`config.mk`:
```
export PLATFORM = sky130hd
export DESIGN_NAME = dreg_mem_sequencer
export DESIGN_NICKNAME = d
export VERILOG_FILES = /design/src/rtl/dreg_mem_sequencer.sv
export SDC_FILE = /design/constraint.sdc
export NUM_CORES = 1
export LEC_CHECK = 0
export CORE_AREA = 2 2 262 264
export CTS_CLUSTER_DIAMETER = 80
export DETAILED_ROUTE_END_ITERATION = 12
export DIE_AREA = 0 0 264 266
export HOLD_SLACK_MARGIN = 0.05
export PLACE_DENSITY = 0.58
export SYNTH_ARGS = -nofsm -noshare
export SYNTH_HDL_FRONTEND = slang
export SYNTH_SLANG_ARGS = --single-unit
```
`constraint.sdc`:
```
create_clock -name clk -period 28.8 [get_ports clk]
set_clock_uncertainty 0.15 [all_clocks]
set_input_delay 4.32 -clock clk [delete_from_list [all_inputs] [get_ports clk]]
set_output_delay 4.32 -clock clk [all_outputs]
set_load 0.01 [all_outputs]
```
`src/rtl/dreg_mem_sequencer.sv`:
```
// Moves one 256-bit distribution register to or from eight consecutive
// 32-bit memory words over a req/ack port.
module dreg_mem_sequencer #(
    parameter int ADDR_W = 32
) (
    input  logic              clk,
    input  logic              rst,
    input  logic              start,
    input  logic              is_store,
    input  logic [4:0]        reg_idx,
    input  logic [ADDR_W-1:0] base_addr,
    output logic              busy,
    output logic              done,
    output logic              err,
    output logic              dreg_we,
    output logic [4:0]        dreg_wr_addr,
    output logic [255:0]      dreg_wr_data,
    output logic [4:0]        dreg_rd_addr,
    input  logic [255:0]      dreg_rd_data,
    output logic              mem_req,
    output logic              mem_we,
    output logic [ADDR_W-1:0] mem_addr,
    output logic [31:0]       mem_wdata,
    input  logic              mem_ack,
    input  logic [31:0]       mem_rdata
);

    typedef enum logic [2:0] {
        S_IDLE,
        S_RD_WAIT,
        S_RD_CAP,
        S_XFER,
        S_WR_REG,
        S_DONE
    } state_t;

    state_t              state_q;
    state_t              state_d;
    logic [2:0]          beat_q;
    logic [2:0]          beat_d;
    logic [255:0]        buf_q;
    logic [255:0]        buf_d;
    logic                store_q;
    logic                store_d;
    logic [4:0]          idx_q;
    logic [4:0]          idx_d;
    logic [ADDR_W-1:0]   base_q;
    logic [ADDR_W-1:0]   base_d;
    logic                err_q;
    logic                err_d;
    logic [7:0]          bit_off;
    logic                misaligned;

    assign bit_off    = {beat_q, 5'd0};
    assign misaligned = (base_addr[1:0] != 2'b00);

    always_ff @(posedge clk or posedge rst) begin
        if (rst) begin
            state_q <= S_IDLE;
            beat_q  <= 3'd0;
            buf_q   <= '0;
            store_q <= 1'b0;
            idx_q   <= 5'd0;
            base_q  <= '0;
            err_q   <= 1'b0;
        end else begin
            state_q <= state_d;
            beat_q  <= beat_d;
            buf_q   <= buf_d;
            store_q <= store_d;
            idx_q   <= idx_d;
            base_q  <= base_d;
            err_q   <= err_d;
        end
    end

    always_comb begin
        state_d = state_q;
        beat_d  = beat_q;
        buf_d   = buf_q;
        store_d = store_q;
        idx_d   = idx_q;
        base_d  = base_q;
        err_d   = err_q;
        unique case (state_q)
            S_IDLE: begin
                if (start) begin
                    store_d = is_store;
                    idx_d   = reg_idx;
                    base_d  = base_addr;
                    err_d   = misaligned;
                    beat_d  = 3'd0;
                    if (misaligned) begin
                        state_d = S_DONE;
                    end else if (is_store) begin
                        state_d = S_RD_WAIT;
                    end else begin
                        state_d = S_XFER;
                    end
                end
            end
            S_RD_WAIT: begin
                state_d = S_RD_CAP;
            end
            S_RD_CAP: begin
                // Snapshot the whole register so the store is self-consistent
                buf_d   = dreg_rd_data;
                state_d = S_XFER;
            end
            S_XFER: begin
                if (mem_ack) begin
                    if (!store_q) begin
                        buf_d[bit_off +: 32] = mem_rdata;
                    end
                    beat_d = beat_q + 3'd1;
                    if (beat_q == 3'd7) begin
                        state_d = store_q ? S_DONE : S_WR_REG;
                    end
                end
            end
            S_WR_REG: begin
                state_d = S_DONE;
            end
            S_DONE: begin
                state_d = S_IDLE;
            end
            default: begin
                state_d = S_IDLE;
            end
        endcase
    end

    assign busy         = (state_q != S_IDLE);
    assign done         = (state_q == S_DONE);
    assign err          = err_q;
    assign dreg_we      = (state_q == S_WR_REG);
    assign dreg_wr_addr = idx_q;
    assign dreg_wr_data = buf_q;
    assign dreg_rd_addr = idx_q;
    assign mem_req      = (state_q == S_XFER);
    assign mem_we       = store_q & mem_req;
    assign mem_addr     = base_q + ADDR_W'({beat_q, 2'b00});
    assign mem_wdata    = buf_q[bit_off +: 32];

endmodule

```
Word-level counts from Yosys, hierarchy flattened. Cells that the tools add are included.

Bits of input ports: 330. Flip-flop bits (word level): 301.

Reduce and logical (&&, ||, !) cells: 9. Add/sub/neg operators: 3. Equal/unequal tests: 10. Shifts and indexed selects: 3. Muxes and demuxes: 14. Bitwise logic cells: 1.

Operators by type and width (number): $mux W256 (2); $pmux W256 S2 (1); $bwmux W256 (1); $shift A32 B10 Y256 const A (1); $shiftx A256 B9 Y32 (1); $shiftx A32 B10 Y256 (1); $add A32 B5 Y32 (1); $mux W3 (6); $pmux W3 S5 (1); $neg A8 Y10 (1); $eq A3 B3 Y1 const B (3); $reduce_and A3 Y1 (3); $eq A3 B2 Y1 const B (2); $pmux W3 S2 (1); $reduce_bool A2 Y1 (3); $ne A2 B1 Y1 const B (2); $ne A2 B2 Y1 const B (2); $add A3 B1 Y3 const B (1); $eq A3 B1 Y1 const B (1); $logic_not A3 Y1 (1); $reduce_bool A3 Y1 (1); $mux W2 (1); $reduce_and A2 Y1 (1); $and A1 B1 Y1 (1); $mux W1 (1).

Depth between registers and ports, before layout.
Depth after elaboration: 6. Mapped depth: 11. Depth with buffers taken out: 7.

Least setup slack after synthesis. No wires, ideal clock.

Path type: register to output. From: register beat_q[1]. To: output mem_addr[16]. Setup slack: 21.678 ns. Data required time: 24.330 ns. Arrival: 2.652 ns. Cell stages (with the launch flop): 9. Cell sequence: dfrtp_1 > buf_1 > clkbuf_1 > inv_1 > fa_1 > nor2b_1 > o21ai_0 > or3_1 > xnor2_1.

Longest elaborated chain between the ends: 1.

Ends and longest elaborated chain: from (decl) (line 39) `logic [2:0] beat_q;`; from (signal assigned) (line 68) `beat_q <= beat_d;`; $add A32 B5 Y32 (line 142) `assign mem_addr = base_q + ADDR_W'({beat_q, 2'b00});`; to (decl) (line 22) `output logic [ADDR_W-1:0] mem_addr,`.

No other way between the ends.

Worst setup path in the final report.
From: register state_q[0]. To: output mem_we.

Longest elaborated chain between the ends: 2.

Ends and longest elaborated chain: from (decl) (line 37) `state_t state_q;`; from (signal assigned) (line 67) `state_q <= state_d;`; $eq A3 B2 Y1 (line 140) `assign mem_req = (state_q == S_XFER);`; $and A1 B1 Y1 (line 141) `assign mem_we = store_q & mem_req;`; to (decl) (line 21) `output logic mem_we,`.

No other way between the ends.

==> run summary <==
The path class of the lowest-slack min-delay path is flip-flop to flip-flop. The first global-routing pass estimated 114 mm of wire. For the number of violations of the max-capacitance limit, the log shows 0. The floorplan has 96 rows. The share of the cycle needed by the critical path after routing is 30.5%.

For the pin with the worst max-slew slack, the measured transition is 1.18 ns. The clock buffer count from CTS came out at 39. The run gives 25400 um2 as the area of all placed cells without fillers.

Summed over all layers, the routed wires come to 80.7 mm. Subtracting the final worst setup slack from the clock period gives 8.79 ns. The area overhead of the layout relative to synthesis works out to 52.6%. Clock tree synthesis selected as its root buffer the cell sky130_fd_sc_hd__clkbuf_16. The number of top-level design ports was 666.

The worst setup path is of the flip-flop to output port kind. The maximum ir drop on the vdd rail was 0.0730 mV. For the data arrival at the endpoint of the critical path, the log shows 4.32 ns. Setup repair after global routing left no endpoint under its margin. Entering global routing, the biggest net connects 99 pins. Counting every sink on the clock net gives 301.

The total of cells resized after clock tree synthesis is 0. The share of Yosys cell area claimed by the top area cell type came out at 45.2%. Once detail routing completed, the nets flagged for antenna violations numbered 0.

The net count after synthesis is 1854, and the register clock-pin slew on the reported worst setup and hold paths is 0.06 ns. The buffer depth of the longest clock path is 3. In this run the horizontal extent of the chip is 264 um. In this run the cell area measured after placement is 24100 um2. Total count of max-transition violations in the final report: 0.

The via count of the first global-routing pass was 16200; the peak clock frequency supported by timing was 114 MHz. Counting distinct cell types in the post-synthesis netlist gives 48. The total count of hold-check failures in the final report is 0, and the cts-stage hold buffer count is 0. The total power divided by cell area was 123 nW/um2.

The die area was 70200 um2; the buffers inserted during post-CTS setup optimization was 0. STA classifies the critical path endpoint as an output port. During synthesis, Yosys emitted a total of 0 warnings. TritonCTS built the clock tree. The initial detailed-routing violation count is 1154, and the biggest fanout along the worst timing path is 60. In this run the most critical hold path is launched from base_q[4]. The cell area that synthesis handed to floorplanning was 16700 um2.

The global-route usage over all layers came out at 22.2%. The signal on the critical path passes through nand3b_1, buf_4, inv_2, buf_4, and2_1, clkdlybuf4s50_1. The count of flip-flops with a built-in enable after synthesis was 0; the number of nets in the layout was 2465. The beginning of the worst register-to-register path was beat_q[0]. After synthesis, the cell types taking the most area are sky130_fd_sc_hd__dfrtp_1 45%, sky130_fd_sc_hd__mux2_2 19%, sky130_fd_sc_hd__mux4_2 8.7%. The initial antenna violation count was 6; the detailed-route wire length per cell was 26.6 um. The cell occurring most often along the worst timing path was sky130_fd_sc_hd__buf_4.

Dividing the detail-routed via count by the number of cells gives 5.11. On the critical path, the stage with the largest delay is an instance of sky130_fd_sc_hd__dfrtp_1. The synthesized area per cell is 11.0 um2, and the core outline area is 67700 um2.

The detailed-routing iteration count for the pre-antenna-repair pass is 6. The leading cell type by number of instances after synthesis was sky130_fd_sc_hd__nand2_1. Tracing the worst setup path back leads to its startpoint at state_q[0]. Number of instances in the synthesized netlist: 1515. The flow ran to the end, and the final reports show no timing, DRC or antenna violations.

Share of synthesized flip-flops with an asynchronous set or reset: 100%. Setup violations remaining at the end of the flow were counted as 0. The initial utilization of the core area, before any placement, comes to 24.6%. The flip-flop cell with the highest count after synthesis was sky130_fd_sc_hd__dfrtp_1.

The tools report the overflow left after global routing as 0. Measured against its own limit, the worst slew margin works out to 21.6%. The share of the Yosys chip area taken by registers is 45.2%. Of the cells placed in the final design, the portion with a size suffix greater than 1 is 20.8%. Input and output buffers added on the ports amount to 665. The number of design rule violations left after detail routing is 0. Measured along the y axis, the die boundary spans 266 um.

sky130_fd_sc_hd__dfrtp_1 takes more of the synthesized area than any other cell. The worst setup path is launched from a flip-flop. After routing, the total negative slack on setup checks comes to 0 ns. For this design the static power due to leakage is 10.7 nW. The H-tree was split into 2 levels. Data on the critical path is required at its endpoint by 24.33 ns. The HPWL after detailed placement is 56.4 mm.

Routability-driven placement finished with a final weighted congestion of 0.901. The insertion delay to the later sink of the worst-skew pair came out at 0.54 ns. In the synthesized netlist, the cells that appear most often are 332 x sky130_fd_sc_hd__nand2_1, 301 x sky130_fd_sc_hd__dfrtp_1, 274 x sky130_fd_sc_hd__mux2_2. Counting flops and latches in the post-synthesis netlist gives 301. In this design, the stage delay of the slowest critical-path cell is 0.87 ns. The total vias in the final route came out at 15500.
cells in the final DEF (no fill, tap or decap), drive strengths merged, types with 5 or more instances in the layout:
| cell | instances |
|---|---|
| clkdlybuf4s50 | 665 |
| xnor2 | 26 |
| and2 | 5 |
| inv | 16 |
| nand2 | 332 |
| o21ai | 202 |
| a21oi | 9 |
| buf | 26 |
| mux4 | 64 |
| mux2 | 291 |
| nor2 | 7 |
| and3 | 5 |
| nand4 | 15 |
| clkinv | 7 |
| dfrtp | 301 |
| clkbuf | 59 |
| a22o | 64 |
| ha | 8 |
| nand3 | 11 |
per-layer routing:
metal	vias up	wire length (um)	share of wire (%)	global-route usage (%)
li1	6653	-	-	-
met5	-	23	0.029	0
met2	778	38700	48	36.5
met3	151	6200	7.7	5.10
met1	7943	33200	41	28.4
met4	4	2590	3.2	7.91
state kept, by name, indices dropped and copies added, names as in the netlist:
| signal | flops |
|---|---|
| err | 1 |
| state_q | 3 |
| base_q | 32 |
| dreg_rd_addr | 5 |
| dreg_wr_data | 256 |
| beat_q | 3 |
| store_q | 1 |
power breakdown:
part / internal [mW] / switching [mW] / total, mW
Clock: 0.305 / 0.196 / 0.501
Combinational: 0.880 / 0.916 / 1.80
Sequential: 0.615 / 0.214 / 0.829
cell families (layout without fill, tap and decap cells):
group / after synthesis / after routing / share of synthesized area [%]
adders and majority gates: 9 / 9 / 0.721
other: 0 / 2 / 0
buffers and inverters: 136 / 775 / 3.81
and+or+nand+nor: 402 / 402 / 10.1
xor gates and xnor gates: 28 / 28 / 1.47
DFF: 301 / 301 / 45.2
AOI/OAI and AO/OA: 284 / 284 / 10.4
muxes: 355 / 355 / 28.3
area by class of cell:
cell class,instances,area (um2)
fillers,6671,42300
multi-input cells,1078,8550
flip-flops and latches,301,7540
repair buffers,691,6850
clock buffers,59,1200
well taps,882,1100
clock inverters,10,104
inverters,15,63.8
diodes,2,5.00
critical path, delay by kind of cell, from the launching register on:
| family | cells | cell delay [ns] |
|---|---|---|
| simple gates | 2 | 0.88 |
| flops | 1 | 0.87 |
| buf+inv | 4 | 1.95 |
worst paths after layout:
kind / to / slack (ns) / cells past startpoint
max in group asynchronous: dreg_wr_data[203] / 22.00 / 4
max reg2reg: dreg_wr_data[111] / 24.38 / 8
min reg2reg: base_q[4] / 0.36 / 1
min in group asynchronous: dreg_wr_data[93] / 4.12 / 2
max: mem_we / 20.01 / 6
min: base_q[4] / 0.36 / 1
stage by stage:
step           power, mW  worst slack [ns]  utilization [%]  instances  hold slack (ns)
2_1_floorplan       1.69             16.01                -       1515            0.332
6_report            3.13             20.01             37.5       3038            0.358
3_5_place_dp        2.63             20.62             35.6       2967            0.351
3_3_place_gp        2.60             20.76             35.6       2967            0.346
4_1_cts             3.14             20.03             37.5       3036            0.364
5_1_grt             3.29             19.84             37.5       3038            0.374
Note: power is estimated with default switching activity, not from simulation.
